## src/rtl/pixel_readout_capture.sv

```systemverilog
// rtl/pixel_readout_capture.sv - samples the shared pixel bus once per row read strobe into a show-ahead FIFO
// Each settled strobe yields one {row, pixel} entry, which is presented on a valid/ready stream.
module pixel_readout_capture #(
  parameter int SETTLE = 2,
  parameter int DEPTH  = 8,
  parameter int DW     = 8,
  localparam int AW    = $clog2(DEPTH),
  localparam int CW    = AW + 1,
  localparam int SW    = $clog2(SETTLE + 1)
) (
  input  logic          clk_i,
  input  logic          reset_i,
  input  logic          read0_i,
  input  logic          read1_i,
  input  logic          read2_i,
  input  logic          read3_i,
  input  logic [DW-1:0] pix_data_i,
  output logic          out_valid_o,
  input  logic          out_ready_i,
  output logic [DW-1:0] out_data_o,
  output logic [1:0]    out_row_o,
  output logic          out_last_o,
  output logic          frame_done_o,
  output logic [CW-1:0] fifo_count_o,
  output logic          overflow_o,
  output logic          multi_err_o
);

  typedef enum logic [1:0] {S_IDLE, S_SETTLE, S_WAIT_LOW} state_t;

  localparam logic [SW-1:0] SETTLE_C = SW'(SETTLE);
  localparam logic [CW-1:0] DEPTH_C  = CW'(DEPTH);

  state_t           state_q;
  logic [SW-1:0]    cnt_q;
  logic [1:0]       idx_q;
  logic             overflow_q, multi_err_q, frame_done_q;
  logic [AW-1:0]    wr_ptr_q, rd_ptr_q;
  logic [CW-1:0]    count_q;
  logic [DW+1:0]    mem_q [DEPTH];

  logic [3:0]       rd_w;
  logic             any_w, one_w, multi_w, same_w;
  logic [1:0]       idx_w;
  logic             push_w, full_w, pop_w, wr_en_w;

  always_comb begin
    rd_w    = {read3_i, read2_i, read1_i, read0_i};
    any_w   = |rd_w;
    one_w   = $onehot(rd_w);
    multi_w = any_w && !one_w;
    idx_w   = 2'd0;
    case (rd_w)
      4'b0010: idx_w = 2'd1;
      4'b0100: idx_w = 2'd2;
      4'b1000: idx_w = 2'd3;
      default: idx_w = 2'd0;
    endcase
    same_w  = one_w && (idx_w == idx_q);
    push_w  = (state_q == S_SETTLE) && same_w && (cnt_q == SETTLE_C);
    full_w  = (count_q == DEPTH_C);
    pop_w   = out_valid_o && out_ready_i;
    // A full FIFO still takes a push when the head leaves in the same cycle.
    wr_en_w = push_w && (!full_w || pop_w);
  end

  always_ff @(posedge clk_i) begin
    if (reset_i) begin
      state_q      <= S_IDLE;
      cnt_q        <= '0;
      idx_q        <= 2'd0;
      overflow_q   <= 1'b0;
      multi_err_q  <= 1'b0;
      frame_done_q <= 1'b0;
      wr_ptr_q     <= '0;
      rd_ptr_q     <= '0;
      count_q      <= '0;
    end else begin
      case (state_q)
        S_IDLE: begin
          if (one_w) begin
            state_q <= S_SETTLE;
            idx_q   <= idx_w;
            cnt_q   <= SW'(1);
          end else if (multi_w) begin
            state_q <= S_WAIT_LOW;
          end
        end
        S_SETTLE: begin
          if (same_w) begin
            if (cnt_q == SETTLE_C) state_q <= S_WAIT_LOW;
            else                   cnt_q   <= cnt_q + 1'b1;
          end else if (!any_w) begin
            state_q <= S_IDLE;
          end else begin
            state_q <= S_WAIT_LOW;
          end
        end
        S_WAIT_LOW: begin
          if (!any_w) state_q <= S_IDLE;
        end
        default: state_q <= S_IDLE;
      endcase

      if (multi_w)             multi_err_q <= 1'b1;
      if (push_w && !wr_en_w)  overflow_q  <= 1'b1;
      frame_done_q <= wr_en_w && (idx_q == 2'd3);

      if (wr_en_w) wr_ptr_q <= wr_ptr_q + 1'b1;
      if (pop_w)   rd_ptr_q <= rd_ptr_q + 1'b1;
      case ({wr_en_w, pop_w})
        2'b10:   count_q <= count_q + 1'b1;
        2'b01:   count_q <= count_q - 1'b1;
        default: count_q <= count_q;
      endcase
    end
  end

  always_ff @(posedge clk_i) begin
    if (wr_en_w) mem_q[wr_ptr_q] <= {idx_q, pix_data_i};
  end

  // Head fields are masked while empty so stale storage never shows after reset.
  always_comb begin
    out_valid_o  = (count_q != '0);
    out_data_o   = out_valid_o ? mem_q[rd_ptr_q][DW-1:0] : '0;
    out_row_o    = out_valid_o ? mem_q[rd_ptr_q][DW+1:DW] : 2'd0;
    out_last_o   = out_valid_o && (out_row_o == 2'd3);
    frame_done_o = frame_done_q;
    fifo_count_o = count_q;
    overflow_o   = overflow_q;
    multi_err_o  = multi_err_q;
  end

endmodule

```

## config.mk

```make
export PLATFORM = sky130hd
export DESIGN_NAME = pixel_readout_capture
export DESIGN_NICKNAME = d
export VERILOG_FILES = /design/src/rtl/pixel_readout_capture.sv
export SDC_FILE = /design/constraint.sdc
export NUM_CORES = 1
export LEC_CHECK = 0
export CORE_MARGIN = 2
export CORE_UTILIZATION = 45
export DETAILED_ROUTE_END_ITERATION = 8
export MAX_ROUTING_LAYER = met4
export PLACE_DENSITY = 0.67
export SLEW_MARGIN = 20
export SYNTH_ARGS = -nofsm -noshare
export SYNTH_HDL_FRONTEND = slang
export SYNTH_SLANG_ARGS = --single-unit
```

## constraint.sdc

```tcl
create_clock -name clk_i -period 4.18 [get_ports clk_i]
set_input_delay 0.418 -clock clk_i [delete_from_list [all_inputs] [get_ports clk_i]]
set_output_delay 0.418 -clock clk_i [all_outputs]
set_load 0.01 [all_outputs]
```

==> results.ini <==
[run]
max-cap-violations = 0

[route]
drc = 0
detail-route-antenna-nets = 0
vias = 2484
wl_per_cell_um = 16.34
routed_via_density = 5.218
routed_wl_mm = 7.778
drt_iter0_markers = 118
dr.pass1.iters = 4

[min_path]
hold_path_depth = 2
holdPathEnd = overflow_o
hold_class = flip-flop to flip-flop
hold_path.startpoint = overflow_o

[synth]
synth_cells = 283
synthesis.area_mm2 = 0.004327
yosys-top-cells-area = edfxtp_1 (56%), mux4_2 (10%), dfxtp_1 (10%), mux2i_1 (3.2%), nor2_1 (2.7%)
ys_ff_latch = 102
yosys_most_used_dff = edfxtp_1
synth-seq-area-share_pct = 65.70
ys_async_sr_fraction_pct = 0
synth_edf_count = 80
synth_warnings = 0
syn_nets = 309
netlist.area_leader.share_pct = 55.52
synthDistinctLibCells = 41
yosysTopAreaCell = edfxtp_1
syn_area_per_cell_um2 = 15.29

[floorplan]
rows = 35
start_util_pct = 46.60
die_area_mm2 = 0.01042
core-area_mm2 = 0.009284
ios = 34
die_y_um = 102.1
die_w_um = 102.1

[finish]
diodes = 0
drive_gt1_share_pct = 20.75
area_growth_pct = 20.24
nets = 368
stdcell_area_mm2 = 0.005202

[place]
post-place-ws_ns = -0.2715
dpl.hpwl_mm = 5.271
placed_area_mm2 = 0.004986
portBuffers = 33
gp_congestion = 0.7301

[timing]
setup_viol = 0
fmax_mhz = 252.3
slew_violations = 0
rsz0062_at_grt = no
fin_worst_skew_ns = 0.008947
slew-limit-headroom_pct = 41.86
tightest_slew_ns = 0.8694
worst_slack_ns = 0.2163
period_minus_slack_ns = 3.964
hold_viol_final = 0
period_share_pct = 94.83

[global_routing]
antenna_found_initial = 0
grt-ovfl-total = 0
grt_pass1_vias = 2465
grt_pass1_wl_mm = 12.68
grt_max_degree = 24
gr-usage-all-layers_pct = 17.10

[setup_path]
rr_worst_depth = 11
endpoint_kind = flip-flop
critPathArrivalTime_ns = 4.22
r2r_end = fifo_count_o[3]
cp_cell_sequence = clkdlybuf4s50_1, inv_1, fa_1, inv_1, ha_1, ha_1, or4b_4, a311oi_2, o21ai_1, nand2_1, inv_1, ha_1, a21o_1, a21oi_2, nor3_1, mux2i_1, mux2_2
path_class = primary input to flip-flop
rr_startpoint = idx_q[0]
r2r_slack_ns = 1.42
worstPathRequired_ns = 4.43
critical-path-max-stage-delay_ns = 0.53
crit_fanout = 2
start_kind = primary input
cpMaxStageDelayCell = fa_1

[clocking]
ctsHoldBuffers = 0
clockBufferDepth = 2
cts.sinks = 102
clk_pin_slew_ns = 0.09
root_buffer = clkbuf_8
cts_tree = done
worstSkewPairLatency_ns = 0.36
numCtsBuffers = 9
h-tree-depth = 3

[power]
leakage_nw = 1.744
powerDensity_mw_per_mm2 = 399.4
ir_drop_uv = 152.7

[status]
outcome = finished, final reports clean

==> stage by stage <==
| stage | hold WS (ns) | util, % | cells | total power (W) | setup TNS, ns |
|---|---|---|---|---|---|
| floorplan | 0.4519 | - | 283 | 0.001311 | 0 |
| global placement | 0.4543 | 53.71 | 460 | 0.001448 | -0.1608 |
| detailed placement | 0.4645 | 53.71 | 460 | 0.001450 | -0.2715 |
| CTS | 0.4899 | 56.00 | 476 | 0.002103 | 0 |
| global route | 0.5224 | 56.04 | 476 | 0.002176 | 0 |
| finish | 0.4837 | 56.04 | 476 | 0.002078 | 0 |
==> layout make-up <==
class | instances | area (um2)
clock buffers | 11 | 131.4
clock inverters | 5 | 81.33
fillers | 784 | 4081
inverters | 12 | 45.04
multi-input cells | 157 | 1408
flip-flops and latches | 102 | 2843
well taps | 129 | 161.4
repair buffers | 60 | 533.0
==> state kept, by name (all words and copies together) (netlist names), named ones only <==
register and cells:
state_q 2, overflow_o 1, wr_ptr_q 3, idx_q 2
cnt_q 2, frame_done_o 1, fifo_count_o 4, mem_q 80
rd_ptr_q 3, multi_err_o 1
==> critical path: cells and delay by family <==
family / cells / cell delay, ns
adders and majority gates: 4 / 1.28
and+or+nand+nor: 3 / 0.69
AOI/OAI and AO/OA: 4 / 0.69
buffers and inverters: 4 / 0.64
muxes: 2 / 0.51
==> logic make-up after synthesis <==
group	Yosys count	synth area share, %
buffers and inverters	24	2.140
adders and majority gates	11	3.528
DFF	102	65.70
AOI/OAI and AO/OA	29	4.772
xor gates and xnor gates	4	0.8099
and+or+nand+nor	75	8.358
muxes	38	14.69
==> synth_stat cells (all sizes together) (2+ instances only) <==
library cell and number:
fa 2, nor2b 3, a31o 2, edfxtp 80
xnor2 2, xor2 2, buf 3, o21ai 6
nand2b 3, and2 3, dfxtp 22, ha 9
clkbuf 9, nand2 13, nand3 6, nor3 7
nor4 2, or3 2, mux4 20, mux2i 14
a21oi 9, nor2 31, inv 12, a31oi 3
mux2 4
==> layout by cell type, fill, tap and decap left out, types with 2 or more instances in the layout <==
master           netlist  final
edfxtp_1              80     80
clkdlybuf4s50_1        0     33
nor2_1                31     31
buf_4                  0     27
dfxtp_1               22     22
mux4_2                20     20
mux2i_1               14     14
nand2_1               13     13
inv_1                 12     11
ha_1                   9      9
clkbuf_8               0      9
a21oi_1                9      8
nor3_1                 7      7
nand3_1                6      6
o21ai_0                6      5
nand2b_1               3      3
and2_1                 3      3
a31oi_1                3      3
nor2b_1                3      3
nor4_2                 0      2
or3_1                  2      2
a31o_2                 2      2
xnor2_1                2      2
mux2_1                 2      2
xor2_1                 2      2
mux2_2                 2      2
fa_1                   2      2
bufinv_16              0      2
clkbuf_1               9      2
==> routing by layer <==
metal  GRT usage (%)  wire [um]  up-vias
met1           20.87       3518     1244
met5               -          0        -
met3           3.762        259        9
met4           5.538         97        0
li1                -          -     1192
met2           28.49       3903       39
==> report_power, final <==
part           leakage (nW)  internal (W)  switching (W)
registers             0.898       0.00110      0.0000166
logic                 0.740      0.000165       0.000140
clock network         0.106      0.000339       0.000316
==> how the worst max path moves through the flow <==
stage,slack (ns),endpoint,cells after the start,start
after floorplan,0.04,mem_q[1][0],11,read3_i
after global placement,-0.16,fifo_count_o[3],17,read0_i
after detailed placement,-0.27,fifo_count_o[3],17,read0_i
after CTS,0.09,fifo_count_o[3],17,read0_i
after global routing,0.004,fifo_count_o[3],17,read1_i
final,0.22,fifo_count_o[3],17,read0_i
==> what timing repair did <==
item | in CTS | in global routing
setup endpoints to repair | 0 | 1
setup buffers | 0 | 0
gates resized for setup | 0 | 3
No activity file was read; power rests on OpenSTA's default activity.
